### src/rtl/rider_detect.sv
// rider_detect: qualifies a balanced, stable rider from the two load cells and paces the A2D conversions.
// Latency: all outputs are registered and follow a load change by 1 clk; nxt pulses once every NXT_PERIOD clks.
// Backpressure: none; the loads are sampled on every clock and nxt is free-running.
// Ports: clk system clock; rst synchronous active-high reset;
//        lft_ld / rght_ld 12-bit unsigned load-cell readings;
//        nxt one-clock conversion request; en_steer rider present, balanced and stable;
//        rider_off no rider on the platform.
// Build option: define FAST_SIM_EN to shrink the stability timer to 15 bits (32767 clks) for simulation.
module rider_detect #(
   parameter logic [11:0] MIN_RIDER_WT = 12'h200,
   parameter logic [11:0] WT_HYST      = 12'h040,
   parameter int          NXT_PERIOD   = 2048
) (
   input  logic        clk,
   input  logic        rst,
   input  logic [11:0] lft_ld,
   input  logic [11:0] rght_ld,
   output logic        nxt,
   output logic        en_steer,
   output logic        rider_off
);

`ifdef FAST_SIM_EN
   localparam int TMR_W = 15;
`else
   localparam int TMR_W = 26;
`endif

   localparam int               NXT_W    = $clog2(NXT_PERIOD);
   localparam logic [NXT_W-1:0] NXT_LAST = NXT_W'(NXT_PERIOD - 1);
   localparam logic [12:0]      GONE_WT  = {1'b0, MIN_RIDER_WT - WT_HYST};

   typedef enum logic [1:0] {IDLE, WAIT, STEER} state_t;

   state_t           state;
   state_t           nxt_state;
   logic [TMR_W-1:0] tmr;
   logic [NXT_W-1:0] nxt_cnt;
   logic             clr_tmr;
   logic             inc_tmr;
   logic             tmr_full;

   logic [12:0] sum;
   logic [11:0] diff;
   logic [16:0] diff_x16;
   logic [16:0] sum_x15;
   logic        present;
   logic        gone;
   logic        diff_big;

   // Load arithmetic is purely combinational on the current readings.
   assign sum      = {1'b0, lft_ld} + {1'b0, rght_ld};
   assign diff     = (lft_ld >= rght_ld) ? (lft_ld - rght_ld) : (rght_ld - lft_ld);
   // 17 bits holds both products in full: 4095*16 and 8190*15 both fit.
   assign diff_x16 = {1'b0, diff, 4'b0000};
   assign sum_x15  = {4'b0000, sum} * 17'd15;

   assign present  = (sum > {1'b0, MIN_RIDER_WT});
   assign gone     = (sum < GONE_WT);
   assign diff_big = (diff_x16 > sum_x15);
   assign tmr_full = &tmr;

   // Next-state logic. Between the gone and present thresholds an occupied
   // platform stays occupied, which gives the hysteresis.
   always_comb begin
      nxt_state = state;
      clr_tmr   = 1'b0;
      inc_tmr   = 1'b0;
      case (state)
         IDLE: begin
            if (present) begin
               nxt_state = WAIT;
               clr_tmr   = 1'b1;
            end
         end
         WAIT: begin
            if (gone) begin
               nxt_state = IDLE;
            end else if (diff_big) begin
               clr_tmr = 1'b1;
            end else if (tmr_full) begin
               nxt_state = STEER;
            end else begin
               inc_tmr = 1'b1;
            end
         end
         STEER: begin
            if (gone) begin
               nxt_state = IDLE;
            end else if (diff_big) begin
               nxt_state = WAIT;
               clr_tmr   = 1'b1;
            end
         end
         default: begin
            nxt_state = IDLE;
         end
      endcase
   end

   // State, timer and outputs. Outputs decode the next state so they move on
   // the same edge as the state register.
   always_ff @(posedge clk) begin
      if (rst) begin
         state     <= IDLE;
         tmr       <= '0;
         en_steer  <= 1'b0;
         rider_off <= 1'b1;
      end else begin
         state     <= nxt_state;
         en_steer  <= (nxt_state == STEER);
         rider_off <= (nxt_state == IDLE);
         if (clr_tmr) begin
            tmr <= '0;
         end else if (inc_tmr && !tmr_full) begin
            tmr <= tmr + 1'b1;
         end
      end
   end

   // Free-running conversion pacer: nxt is high for the clock after the
   // counter reaches its last value, so the first pulse lands NXT_PERIOD clks
   // after reset release.
   always_ff @(posedge clk) begin
      if (rst) begin
         nxt_cnt <= '0;
         nxt     <= 1'b0;
      end else begin
         nxt <= (nxt_cnt == NXT_LAST);
         if (nxt_cnt == NXT_LAST) begin
            nxt_cnt <= '0;
         end else begin
            nxt_cnt <= nxt_cnt + 1'b1;
         end
      end
   end

endmodule

### config.mk
export PLATFORM = sky130hd
export DESIGN_NAME = rider_detect
export DESIGN_NICKNAME = d
export VERILOG_FILES = /design/src/rtl/rider_detect.sv
export SDC_FILE = /design/constraint.sdc
export NUM_CORES = 1
export LEC_CHECK = 0
export BUFFER_PORTS_ARGS = -buffer_cell sky130_fd_sc_hd__buf_2
export CORE_MARGIN = 10
export CORE_UTILIZATION = 45
export DETAILED_ROUTE_END_ITERATION = 8
export MAX_ROUTING_LAYER = met4
export PLACE_DENSITY = 0.69
export SKIP_LAST_GASP = 1
export SYNTH_ARGS = -nofsm -noshare
export SYNTH_HDL_FRONTEND = slang
export SYNTH_SLANG_ARGS = --single-unit
### constraint.sdc
create_clock -name clk -period 15.22 [get_ports clk]
set_input_delay 0.761 -clock clk [delete_from_list [all_inputs] [get_ports clk]]
set_output_delay 0.761 -clock clk [all_outputs]
set_load 0.01 [all_outputs]
==> results.ini, run 1 <==
[floorplan]
fp.coreArea_um2=11900
dieArea_um2=16900
rows=40
die_w_um=130
die_y_um=130
io_pins=29
initial_core_util=0.456

[placed_design]
dp_hpwl_mm=10.1
routabilityCongestion=0.865
placed_cells=831
io_buffers=28
dp_slack_ps=7540

[yosys]
avgSynthCellArea_um2=8.08
synthDistinctLibCells=70
syn_nets=796
syn_area_um2=5440
yosysWarnings=0
synth_seq_cells=42
synth_flop_cell=dfxtp_1
synthArstFlopShare=0
synth_seq_area_share=0.155
synth_cells=673
synth_edf_count=0

[setup_path]
crit_path_max_incr_delay_ps=530
path_delay_family=simple AND/OR/NAND/NOR gates
cp-start-kind=primary input
critPathBufInv=3
crit_slowest_cell=or4_1
required_ps=15420
cp_max_fo=17
worstPathArrival_ps=7610
end_kind=register
crit_type=in2reg

[power]
p_leak_uw=0.00258
vdd_drop_max_v=0.0000914
fin_total_pwr_uw=1110
p_per_area_nw_per_um2=191

[sta]
finalHoldViolCount=0
timing.fmax_ghz=0.135
setup_tns_ps=0
relSlewSlack=0.325
worst_pin_slew_ps=1010
finalClockSkew_ps=4.28
rsz0062_at_grt=no
finalSetupViolCount=0
fin_ws_ps=7810
min_period_ps=7410
final.period_utilization=0.487
slew_viol_final=0

[finish]
utilization=0.490
fill_cells=1153
layout-drive-gt1-share=0.0853
nNetsFinal=814
syn_to_final_growth_pct=7.27
multi_input_area_um2=4220
regArea_um2=841
stdcell_count=839
antennaDiodeCount=0

[clock_network]
tritoncts=built
cts.sinks=42
cts_setup_buffers=0
clk_latency_ps=280
cts_max_path_buffers=2
ctsResizeCount=0
htree_levels=2
postCtsHoldBufs=0
clk_pin_slew_ps=60
cts-root-buf=clkbuf_16
numCtsBuffers=5

[flow_run]
drv_cap=0

[drt]
drtPass1Iterations=4
ant_nets=0
num_vias=4666
drc=0
routedWlPerCell_um=14.3
drt_iter0_drc=253
totalWireLength_mm=12.0
viasPerCell=5.56

[grt]
grt_max_degree=27
overflow=0
antenna_found_initial=0
grt_pass1_wl_mm=20.5
grt_pass1_vias=4574
grt_usage=0.147

[min_path]
min_path_type=reg2reg

[run_status]
status=complete, no violations

## through the flow
step,hold slack (ps),instance area (µm²)
global route,487,5830
detailed placement,453,5680
global placement,442,5680
floorplan,426,5440
CTS,465,5830
finish,466,5830
## worst paths after layout
path	from	end	slack (ps)	cells past startpoint
setup reg to reg	tmr[8]	tmr[18]	12310	9
hold reg to reg	nxt_cnt[0]	nxt_cnt[0]	470	1
setup / recovery	lft_ld[0]	tmr[18]	7810	28
hold / removal	nxt_cnt[0]	nxt_cnt[0]	470	1
## sequential cells by signal, summed over array words and instances, names as in the netlist
register	count
nxt_cnt	11
state	2
tmr	26
nxt	1
en_steer	1
rider_off	1
## power breakdown
group	switching [µW]	leakage, µW	internal, µW
logic	510	0.00217	379
clock network	40.4	0.0000739	65.0
registers	4.29	0.000339	115
## logic make-up after synthesis
family                   synth area share
multiplexers                       0.0152
buffers and inverters              0.0695
AND/OR/NAND/NOR                     0.205
AO/OA/AOI/OAI                       0.195
flip-flops                          0.155
adder cells (fa/ha/maj)             0.253
XOR/XNOR                            0.108
## placed cells by master, fill, tap and decap left out, types with 8 or more instances in the layout
cell     Yosys  layout
dfxtp_1     42      42
xor2_1      37      37
nand2_1     33      33
a21oi_1     42      42
a21o_1      12      12
or3_1        8       8
inv_1       77      77
nand3_1     32      32
nor2_1      61      61
nor3_1      13      13
nand4_1     12      12
ha_1        81      81
o21a_1       9       9
o21ai_0     21      21
xnor2_1     28      28
and3_1      11      11
fa_1        16      16
buf_2       11      28
## layer usage
| metal | track usage | up-vias | wire [µm] |
|---|---|---|---|
| met5 | - | - | 0 |
| met4 | 0.0324 | 0 | 176 |
| met3 | 0.0122 | 12 | 154 |
| met2 | 0.270 | 50 | 6180 |
| met1 | 0.170 | 2225 | 5460 |
| li1 | - | 2379 | - |
## cells in the mapped netlist (all sizes together), types with 7 or more instances
library cell,number,area share
a21o,12,0.017
a21oi,42,0.039
and3,11,0.013
and4,7,0.011
buf,13,0.013
dfxtp,42,0.15
fa,16,0.059
ha,81,0.19
inv,77,0.053
nand2,33,0.023
nand2b,7,0.0081
nand3,32,0.029
nand4,12,0.014
nor2,61,0.042
nor2b,7,0.0081
nor3,13,0.012
o211ai,8,0.014
o21a,10,0.014
o21ai,22,0.020
or3,9,0.011
xnor2,29,0.048
xor2,37,0.060
## area by class of cell
type,instances,share of cell area
clock buffers,7,0.0245
clock inverters,1,0.000858
inverters,77,0.0496
multi-input cells,536,0.724
flip-flops and latches,42,0.144
well taps,147,0.0315
repair buffers,29,0.0253
No activity file was read; power rests on OpenSTA's default activity.
==> inputs of run 2 (changes only) <==
Clock period 15.22 ns to 7.2 ns, I/O delays scaled along.
==> run 2 against run 1 <==
  * Clock power grew 140%
  * Total power grew 120%
  * Non-clock buffer count grew 7
  * Sequential share of layout area shrank 0.17 points
  * Combinational power grew 110%
  * Core utilization grew 0.57 points
  * Worst hold slack lost 120 ps
  * Sequential cell count is the same
  * Cell count grew 0.83%
  * Sequential power grew 110%
==> results.ini, run 2 (synthesis gave the netlist of run 1 again) <==
[run_status]
status=complete, no violations

[sta]
relSlewSlack=0.335
slew_viol_final=0
worst_pin_slew_ps=996
finalClockSkew_ps=5.52
setup_tns_ps=0
min_period_ps=6730
finalSetupViolCount=0
timing.fmax_ghz=0.149
fin_hold_ws_ps=341
finalHoldViolCount=0
rsz0062_at_grt=no
final.period_utilization=0.934

[setup_path]
critPathBufInv=3
path_delay_family=simple AND/OR/NAND/NOR gates
end_kind=register
cp-start-kind=primary input
worstPathArrival_ps=6920
crit_path_max_incr_delay_ps=540
required_ps=7400
crit_type=in2reg
crit_slowest_cell=or4_1
cp_max_fo=13

[power]
fin_total_pwr_uw=2400
seqPwrFrac=0.105
p_per_area_nw_per_um2=407
p_int_uw=1230
vdd_drop_max_v=0.000215
combPwrFrac=0.792
p_leak_uw=0.00262
swShare=0.487
netSwitchingPower_uw=1170
clock_power_share=0.103

[grt]
grt_pass1_vias=4719
overflow=0
grt_usage=0.151
antenna_found_initial=0
grt_pass1_wl_mm=21.0
grt_max_degree=27

[drt]
met3_wirelength_um=161
viasPerCell=5.54
totalWireLength_mm=12.3
drc=0
drt_iter0_drc=158
wl_met2_mm=6.44
ant_nets=0
highest_layer=met4
m1WireLength_mm=5.44
num_vias=4683
routedWlPerCell_um=14.5
drtPass1Iterations=4

[finish]
final_cell_mix=81 x ha_1, 77 x inv_1, 61 x nor2_1
fill_cells=1148
layout-drive-gt1-share=0.0930
reg_top3=tmr: 26 flops, nxt_cnt: 11 flops, state: 2 flops
largest_reg_flops=26
top_register=tmr
layout_commonest_cell=ha_1
antennaDiodeCount=0
syn_to_final_growth_pct=8.52
nNetsFinal=821

[floorplan]
io_pins=29
initial_core_util=0.456
die_y_um=130
dieArea_um2=16900
die_w_um=130
fp.coreArea_um2=11900
rows=40

[flow_run]
drv_cap=0

[placed_design]
dp_hpwl_mm=10.3
routabilityCongestion=0.861
io_buffers=28

[clock_network]
cts.sinks=42
postCtsHoldBufs=0
htree_levels=2
ctsResizeCount=0
cts_max_path_buffers=2
clk_pin_slew_ps=50
clk_latency_ps=280
cts-root-buf=clkbuf_16
tritoncts=built
cts_setup_buffers=0
numCtsBuffers=5

[min_path]
min_path_type=in2reg

## run 2: cell count changes in the layout (fill, tap and decap cells not counted)
cell,previous run,this run
bufinv_16,0,1
clkinv_2,1,0
clkbuf_1,1,2
buf_4,1,8
clkbuf_8,1,0
## run 2: path summary, 6_finish.rpt
kind              slack [ps]  cells past startpoint       start    endpoint
hold / removal           340                      2         rst  nxt_cnt[4]
hold reg to reg          470                      1  nxt_cnt[0]  nxt_cnt[0]
setup / recovery         470                     27   lft_ld[1]     tmr[18]
setup reg to reg        4220                      9      tmr[3]     tmr[18]
## run 2: per-layer routing
layer / up-vias / track usage
met4: 0 / 0.0496
met5: - / -
li1: 2387 / -
met3: 18 / 0.0118
met2: 54 / 0.278
met1: 2224 / 0.169
## run 2: worst reg2reg max path: cells and delay by family, from the launching register on
family | cells | cell delay (ps)
compound gates | 3 | 860
flops | 1 | 320
simple gates | 6 | 1720
## run 2: cell type report
type / instances / area (µm²) / area share
Tap cell: 147 / 184 / 0.0312
Inverter: 77 / 289 / 0.0490
Clock inverter: 1 / 30.0 / 0.00509
Multi-Input combinational cell: 536 / 4220 / 0.716
Sequential cell: 42 / 841 / 0.143
Timing Repair Buffer: 36 / 200 / 0.0339
Clock buffer: 7 / 133 / 0.0225
## run 2: power groups by stage
stage | Clock [µW] | Combinational [µW] | Sequential, µW
floorplan | 0 | 1520 | 257
global placement | 0 | 1830 | 256
detailed placement | 0 | 1900 | 257
CTS | 251 | 1910 | 252
global route | 261 | 2200 | 253
finish | 247 | 1900 | 252
## run 2: stage by stage
step / cells / worst slack, ps / utilization / cell area (µm²)
floorplan: 673 / 920 / - / 5440
global placement: 838 / 478 / 0.482 / 5740
detailed placement: 838 / 233 / 0.482 / 5740
CTS: 846 / 483 / 0.495 / 5900
global route: 846 / 20.6 / 0.495 / 5900
finish: 846 / 473 / 0.495 / 5900
